==> config.mk <==
export PLATFORM = sky130hd
export DESIGN_NAME = jtag_scan_sequencer
export DESIGN_NICKNAME = d
export VERILOG_FILES = /design/src/rtl/jtag_scan_sequencer.sv
export SDC_FILE = /design/constraint.sdc
export NUM_CORES = 1
export LEC_CHECK = 0
export ABC_CLOCK_PERIOD_IN_PS = 3200
export BUFFER_PORTS_ARGS = -buffer_cell sky130_fd_sc_hd__buf_2
export CAP_MARGIN = 25
export CORE_MARGIN = 2
export CORE_UTILIZATION = 25
export DETAILED_ROUTE_END_ITERATION = 8
export GPL_TIMING_DRIVEN = 1
export PLACE_DENSITY = 0.43
export SLEW_MARGIN = 20
export SYNTH_ARGS = -nofsm -noshare
export SYNTH_HDL_FRONTEND = slang
export SYNTH_SLANG_ARGS = --single-unit
export TNS_END_PERCENT = 100
==> constraint.sdc <==
create_clock -name TCK -period 3.2 [get_ports TCK]
set_input_delay 0.32 -clock TCK [delete_from_list [all_inputs] [get_ports TCK]]
set_output_delay 0.32 -clock TCK [all_outputs]
set_load 0.02 [all_outputs]
==> src/rtl/jtag_scan_sequencer.sv <==
// JTAG scan sequencer: turns IR/DR scan, TAP-reset and idle-run commands into
// registered TMS/TDI step sequences, tracking the target TAP state in a shadow.
module jtag_scan_sequencer (
    input  logic        TCK,
    input  logic        TRST,
    input  logic        CMD_VALID,
    output logic        CMD_READY,
    input  logic [1:0]  CMD_OP,
    input  logic [4:0]  CMD_LEN,
    input  logic [31:0] CMD_DATA,
    output logic        RSP_VALID,
    output logic [31:0] RSP_DATA,
    output logic        TMS,
    output logic        TDI,
    input  logic        TDO,
    output logic        BUSY
);

    typedef enum logic [3:0] {
        TAP_EXIT2_DR = 4'h0, TAP_EXIT1_DR = 4'h1, TAP_SHIFT_DR = 4'h2, TAP_PAUSE_DR = 4'h3,
        TAP_SEL_IR   = 4'h4, TAP_UPD_DR   = 4'h5, TAP_CAP_DR   = 4'h6, TAP_SEL_DR   = 4'h7,
        TAP_EXIT2_IR = 4'h8, TAP_EXIT1_IR = 4'h9, TAP_SHIFT_IR = 4'hA, TAP_PAUSE_IR = 4'hB,
        TAP_RTI      = 4'hC, TAP_UPD_IR   = 4'hD, TAP_CAP_IR   = 4'hE, TAP_TLR      = 4'hF
    } tap_t;

    typedef enum logic [2:0] {
        ST_IDLE = 3'd0, ST_PRE = 3'd1, ST_RESET_SEQ = 3'd2, ST_ENTER = 3'd3,
        ST_SHIFT = 3'd4, ST_EXIT = 3'd5, ST_RUN = 3'd6
    } state_t;

    localparam logic [1:0] OP_RESET = 2'b00;
    localparam logic [1:0] OP_IR    = 2'b01;
    localparam logic [1:0] OP_RUN   = 2'b11;

    function automatic tap_t tap_step(input tap_t s, input logic t);
        case (s)
            TAP_TLR:      return t ? TAP_TLR    : TAP_RTI;
            TAP_RTI:      return t ? TAP_SEL_DR : TAP_RTI;
            TAP_SEL_DR:   return t ? TAP_SEL_IR : TAP_CAP_DR;
            TAP_CAP_DR:   return t ? TAP_EXIT1_DR : TAP_SHIFT_DR;
            TAP_SHIFT_DR: return t ? TAP_EXIT1_DR : TAP_SHIFT_DR;
            TAP_EXIT1_DR: return t ? TAP_UPD_DR : TAP_PAUSE_DR;
            TAP_PAUSE_DR: return t ? TAP_EXIT2_DR : TAP_PAUSE_DR;
            TAP_EXIT2_DR: return t ? TAP_UPD_DR : TAP_SHIFT_DR;
            TAP_UPD_DR:   return t ? TAP_SEL_DR : TAP_RTI;
            TAP_SEL_IR:   return t ? TAP_TLR    : TAP_CAP_IR;
            TAP_CAP_IR:   return t ? TAP_EXIT1_IR : TAP_SHIFT_IR;
            TAP_SHIFT_IR: return t ? TAP_EXIT1_IR : TAP_SHIFT_IR;
            TAP_EXIT1_IR: return t ? TAP_UPD_IR : TAP_PAUSE_IR;
            TAP_PAUSE_IR: return t ? TAP_EXIT2_IR : TAP_PAUSE_IR;
            TAP_EXIT2_IR: return t ? TAP_UPD_IR : TAP_SHIFT_IR;
            TAP_UPD_IR:   return t ? TAP_SEL_DR : TAP_RTI;
            default:      return TAP_TLR;
        endcase
    endfunction

    state_t      state_reg, state_next;
    tap_t        tap_reg, tap_next;
    logic [5:0]  cnt_reg, cnt_next;
    logic [1:0]  op_reg, op_next;
    logic [4:0]  len_reg, len_next;
    logic [31:0] data_reg, data_next;
    logic [31:0] cap_reg, cap_next;
    logic [31:0] rsp_data_reg;
    logic        tms_reg, tms_next, tdi_reg, tdi_next;
    logic        rsp_valid_reg, done, live_reg;

    // live_reg keeps READY low until the first edge after reset release.
    assign CMD_READY = live_reg && (state_reg == ST_IDLE);
    assign BUSY      = ~CMD_READY;
    assign TMS       = tms_reg;
    assign TDI       = tdi_reg;
    assign RSP_VALID = rsp_valid_reg;
    assign RSP_DATA  = rsp_data_reg;

    always_comb begin
        state_next = state_reg;
        cnt_next   = cnt_reg;
        op_next    = op_reg;
        len_next   = len_reg;
        data_next  = data_reg;
        cap_next   = cap_reg;
        done       = 1'b0;
        tap_next   = tap_step(tap_reg, tms_reg);

        case (state_reg)
            ST_IDLE: begin
                if (CMD_VALID && CMD_READY) begin
                    op_next   = CMD_OP;
                    len_next  = CMD_LEN;
                    data_next = CMD_DATA;
                    cap_next  = '0;
                    cnt_next  = '0;
                    if (CMD_OP == OP_RESET)
                        state_next = ST_RESET_SEQ;
                    else if (tap_reg == TAP_TLR)
                        state_next = ST_PRE;
                    else if (CMD_OP == OP_RUN)
                        state_next = ST_RUN;
                    else
                        state_next = ST_ENTER;
                end
            end
            ST_PRE: begin
                cnt_next   = '0;
                state_next = (op_reg == OP_RUN) ? ST_RUN : ST_ENTER;
            end
            ST_RESET_SEQ: begin
                if (cnt_reg == 6'd4) begin
                    state_next = ST_IDLE;
                    done       = 1'b1;
                end else begin
                    cnt_next = cnt_reg + 6'd1;
                end
            end
            ST_ENTER: begin
                if (cnt_reg == ((op_reg == OP_IR) ? 6'd3 : 6'd2)) begin
                    state_next = ST_SHIFT;
                    cnt_next   = '0;
                end else begin
                    cnt_next = cnt_reg + 6'd1;
                end
            end
            ST_SHIFT: begin
                cap_next[cnt_reg[4:0]] = TDO;
                if (cnt_reg == {1'b0, len_reg}) begin
                    state_next = ST_EXIT;
                    cnt_next   = '0;
                end else begin
                    cnt_next = cnt_reg + 6'd1;
                end
            end
            ST_EXIT: begin
                if (cnt_reg == 6'd1) begin
                    state_next = ST_IDLE;
                    done       = 1'b1;
                end else begin
                    cnt_next = cnt_reg + 6'd1;
                end
            end
            ST_RUN: begin
                if (cnt_reg == {1'b0, len_reg}) begin
                    state_next = ST_IDLE;
                    done       = 1'b1;
                end else begin
                    cnt_next = cnt_reg + 6'd1;
                end
            end
            default: begin
                state_next = ST_IDLE;
                cnt_next   = '0;
                tap_next   = TAP_TLR;
            end
        endcase

        // Outputs are decoded from the step about to be driven so TMS/TDI stay registered.
        tms_next = 1'b0;
        tdi_next = 1'b0;
        case (state_next)
            ST_IDLE:      tms_next = (tap_next == TAP_TLR);
            ST_RESET_SEQ: tms_next = 1'b1;
            ST_ENTER:     tms_next = (cnt_next == 6'd0) || ((op_next == OP_IR) && (cnt_next == 6'd1));
            ST_SHIFT: begin
                tms_next = (cnt_next == {1'b0, len_next});
                tdi_next = data_next[cnt_next[4:0]];
            end
            ST_EXIT:      tms_next = (cnt_next == 6'd0);
            default:      tms_next = 1'b0;
        endcase
    end

    always_ff @(posedge TCK or negedge TRST) begin
        if (!TRST) begin
            state_reg     <= ST_IDLE;
            tap_reg       <= TAP_TLR;
            cnt_reg       <= '0;
            op_reg        <= '0;
            len_reg       <= '0;
            data_reg      <= '0;
            cap_reg       <= '0;
            rsp_data_reg  <= '0;
            tms_reg       <= 1'b1;
            tdi_reg       <= 1'b0;
            rsp_valid_reg <= 1'b0;
            live_reg      <= 1'b0;
        end else begin
            state_reg     <= state_next;
            tap_reg       <= tap_next;
            cnt_reg       <= cnt_next;
            op_reg        <= op_next;
            len_reg       <= len_next;
            data_reg      <= data_next;
            cap_reg       <= cap_next;
            tms_reg       <= tms_next;
            tdi_reg       <= tdi_next;
            rsp_valid_reg <= done;
            live_reg      <= 1'b1;
            if (done)
                rsp_data_reg <= cap_next;
        end
    end

endmodule

==> flow_summary.json <==
{
  "power.total_uw": 7223,
  "slowest_stage_cell_on_the_critical_path": "sky130_fd_sc_hd__or3_1",
  "syn2layout_area_growth_pct": 26.83,
  "fraction_of_layout_instances_using_a_drive_strength_above_1_pct": 38.23,
  "groute.layer.met1.usage_pct": 18.73,
  "dpl_worst_slack_ns": -0.003498,
  "grt_overflow_total": 0,
  "crit_path_category": "register to register",
  "path_clk_slew_ns": 0.05,
  "seq_power_share_pct": 29.6,
  "post_synthesis_cell_area_um2": 5844,
  "io_buffers": 79,
  "final_min_period_ns": 3.026,
  "global_route.usage.met2_pct": 20.61,
  "timing.final.crit_share_pct": 94.55,
  "cts_buffer_depth": 2,
  "gr-usage-all-layers_pct": 13.39,
  "finalHoldViolCount": 0,
  "grt_max_degree": 65,
  "number_of_nets_produced_by_synthesis": 569,
  "detail_route.drc_violations": 0,
  "timing.critical_path.required_ns": 3.49,
  "report.final.setup_viol": 0,
  "power.density_cell_area_nw_per_um2": 974.5,
  "route.detailed.wl_per_inst_um": 16.68,
  "rsz_0062_raised_after_global_routing": "false",
  "top_usage_layer": "met2",
  "ir_drop_mv": 0.4163,
  "insertedDiodeCount": 0,
  "mostFrequentLayoutCells": "sky130_fd_sc_hd__dfrtp_1 (115), sky130_fd_sc_hd__buf_2 (78), sky130_fd_sc_hd__mux2_2 (66)",
  "p_switching_uw": 2575,
  "drt_pre_antenna_iters": 4,
  "synth.ff_latch_count": 120,
  "outcome": "complete, no violations",
  "syn_inst": 521,
  "yosysUniqueCellTypes": 67,
  "vias_per_cell": 4.585,
  "relSlewSlack_pct": 36.05,
  "worst_setup_path_start_kind": "register",
  "yosysWarningCount": 0,
  "layout.cells.non_filler": 946,
  "fin_worst_skew_ns": 0.01026,
  "ctsRootBufferMaster": "sky130_fd_sc_hd__clkbuf_16",
  "synth.top_cells.by_area": "sky130_fd_sc_hd__dfrtp_1 (49%), sky130_fd_sc_hd__mux2_2 (13%), sky130_fd_sc_hd__o21ai_0 (5.1%), sky130_fd_sc_hd__a21boi_0 (2.3%), sky130_fd_sc_hd__dfstp_2 (2.2%)",
  "cp.arrival_ns": 3.32,
  "io_pins": 80,
  "slowest_delay_ns": 0.42,
  "setup-tns-final_ns": 0,
  "cellInternalPower_uw": 4648,
  "critPathCaptureType": "register",
  "die_width_um": 156.9,
  "synth_largest_type_area_fraction_pct": 49.24,
  "clkPwrFrac_pct": 27.7,
  "worstHoldPathType": "input pin to async pin",
  "globalRouteMet3Util_pct": 2.781,
  "dpl.cell_count": 912,
  "place.detailed.hpwl_um": 11250,
  "number_of_antenna_violations_at_the_first_check_in_global_routing": 0,
  "tritoncts": "done",
  "die-area_um2": 24620,
  "timing_max_transition_violations_final": 0,
  "asyncSetResetFlopFracSynth_pct": 100.0,
  "syn_avg_cell_area_um2": 11.22,
  "synth_edf_count": 0,
  "num_vias": 4337,
  "path_cells": "buf_4 -> or3_1 -> nor3_2 -> a21o_2 -> o2111a_2 -> a2bb2oi_4 -> buf_4 -> mux4_2 -> o22a_1 -> o211ai_2 -> o22ai_1",
  "timing.reg2reg.worst_path_depth": 11,
  "leakagePower_uw": 0.003415,
  "crit_fanout": 10,
  "floorplan.die.height_um": 156.9,
  "cts-buffers-inserted": 17,
  "postLayoutCellArea_um2": 7412,
  "number_of_buffers_added_to_fix_hold_violations_after_cts": 0,
  "drt-initial-drc-count": 281,
  "clkSinkCount": 120,
  "drv.max_cap_violation_count": 0,
  "netlist.top_cell.by_area": "sky130_fd_sc_hd__dfrtp_1",
  "grt_pass1_wl_um": 25140,
  "yosysSeqAreaShare_pct": 51.49,
  "finalWorstSetupSlack_ns": 0.1743,
  "netSwitchingFraction_pct": 35.65,
  "via_count_of_the_first_global_routing_pass": 4525,
  "power.combinational.fraction_pct": 42.7,
  "path_common_cell": "sky130_fd_sc_hd__buf_4",
  "totalWireLength_um": 15780,
  "cts_max_level": 4,
  "core_um2": 22780,
  "achievable-frequency_mhz": 330.5,
  "ant_nets": 0,
  "leading_register_cell_type_out_of_synthesis": "sky130_fd_sc_hd__dfrtp_1",
  "final_net_count": 670,
  "initial_core_util_pct": 25.66,
  "place_area_um2": 6745,
  "finalWeightedCongestion": 0.8083,
  "row_count": 55,
  "mostFrequentLayoutCell": "sky130_fd_sc_hd__dfrtp_1",
  "clk_latency_ns": 0.42,
  "timing_worst_slew_pin_value_ns": 0.9556
}
[through the flow]
step,hold WS (ns),util [%]
6_report,0.006792,32.54
5_1_grt,0.07239,32.54
4_1_cts,0.05331,32.34
3_5_place_dp,0.4715,29.61
3_3_place_gp,0.4770,29.61
2_1_floorplan,0.02441,-
[layout make-up]
class | instances | area, um2
Sequential cell | 120 | 3009
Clock inverter | 7 | 116.4
Inverter | 13 | 48.80
Tap cell | 313 | 391.6
Timing Repair Buffer | 111 | 666.9
Multi-Input combinational cell | 359 | 2681
Fill cell | 2314 | 15370
Clock buffer | 23 | 498.0
[cells in the mapped netlist, types with 3 or more instances]
| master | count |
|---|---|
| sky130_fd_sc_hd__and3_1 | 5 |
| sky130_fd_sc_hd__or3_1 | 5 |
| sky130_fd_sc_hd__nand2b_1 | 6 |
| sky130_fd_sc_hd__dfstp_2 | 5 |
| sky130_fd_sc_hd__nor3b_1 | 4 |
| sky130_fd_sc_hd__nor3_1 | 4 |
| sky130_fd_sc_hd__nand3_1 | 15 |
| sky130_fd_sc_hd__a21boi_0 | 18 |
| sky130_fd_sc_hd__nor2_1 | 24 |
| sky130_fd_sc_hd__xor2_1 | 5 |
| sky130_fd_sc_hd__o21ai_1 | 3 |
| sky130_fd_sc_hd__inv_1 | 11 |
| sky130_fd_sc_hd__o21ai_0 | 60 |
| sky130_fd_sc_hd__xnor2_1 | 8 |
| sky130_fd_sc_hd__or2_2 | 6 |
| sky130_fd_sc_hd__nor2b_1 | 5 |
| sky130_fd_sc_hd__buf_6 | 3 |
| sky130_fd_sc_hd__mux2_2 | 66 |
| sky130_fd_sc_hd__ha_1 | 5 |
| sky130_fd_sc_hd__buf_1 | 3 |
| sky130_fd_sc_hd__a31oi_1 | 7 |
| sky130_fd_sc_hd__a21oi_1 | 20 |
| sky130_fd_sc_hd__buf_2 | 5 |
| sky130_fd_sc_hd__dfrtp_1 | 115 |
| sky130_fd_sc_hd__nand4_1 | 4 |
| sky130_fd_sc_hd__clkbuf_1 | 18 |
| sky130_fd_sc_hd__nand2_1 | 33 |
| sky130_fd_sc_hd__mux4_2 | 5 |
[metal layers]
layer | up-vias | wire length, um
met5 | - | 0
met1 | 2121 | 7743
met3 | 19 | 583
met4 | 0 | 243
met2 | 107 | 7208
li1 | 2090 | -
[critical path, delay by kind of cell, from the launching register on]
kind	cells	cell delay, ns
mux	1	0.30
simple gates	2	0.65
compound gates	6	1.21
buf+inv	2	0.35
flops	1	0.39
[cell families after synthesis]
family                     Yosys count  share of synthesized area [%]
AOI/OAI and AO/OA                  142                          15.93
xor gates and xnor gates            13                          1.948
adders and majority gates            5                          1.070
buffers and inverters               42                          3.190
DFF                                120                          51.49
muxes                               74                          15.18
other                                1                        0.06416
and+or+nand+nor                    124                          11.13
[power by group through the flow]
| stage | combinational [uW] | sequential, uW | clock, uW |
|---|---|---|---|
| final | 3080 | 2140 | 2000 |
| after detailed placement | 2990 | 2160 | 0 |
| after global placement | 2960 | 2140 | 0 |
| after CTS | 3020 | 2140 | 2060 |
| after global routing | 3380 | 2180 | 2130 |
| after floorplan | 2010 | 2200 | 0 |
[path summary, 6_finish.rpt]
path	startpoint	to	slack, ns
worst max-delay path	cnt_reg[3]	TDI	0.17
min in group TCK	CMD_DATA[31]	data_reg[31]	0.15
worst min-delay path	TRST	RSP_DATA[24]	0.007
worst max register to register	cnt_reg[3]	TDI	0.17
max in group asynchronous	TRST	tap_reg[1]	2.33
worst min register to register	data_reg[8]	data_reg[8]	0.49
[repair_timing]
| item | 4_1_cts | 5_1_grt |
|---|---|---|
| pin swaps | 0 | 5 |
| endpoints found under the setup margin | 1 | 2 |
| buffers inserted | 0 | 4 |
| gates resized for setup | 1 | 5 |
No activity file was read; power rests on OpenSTA's default activity.
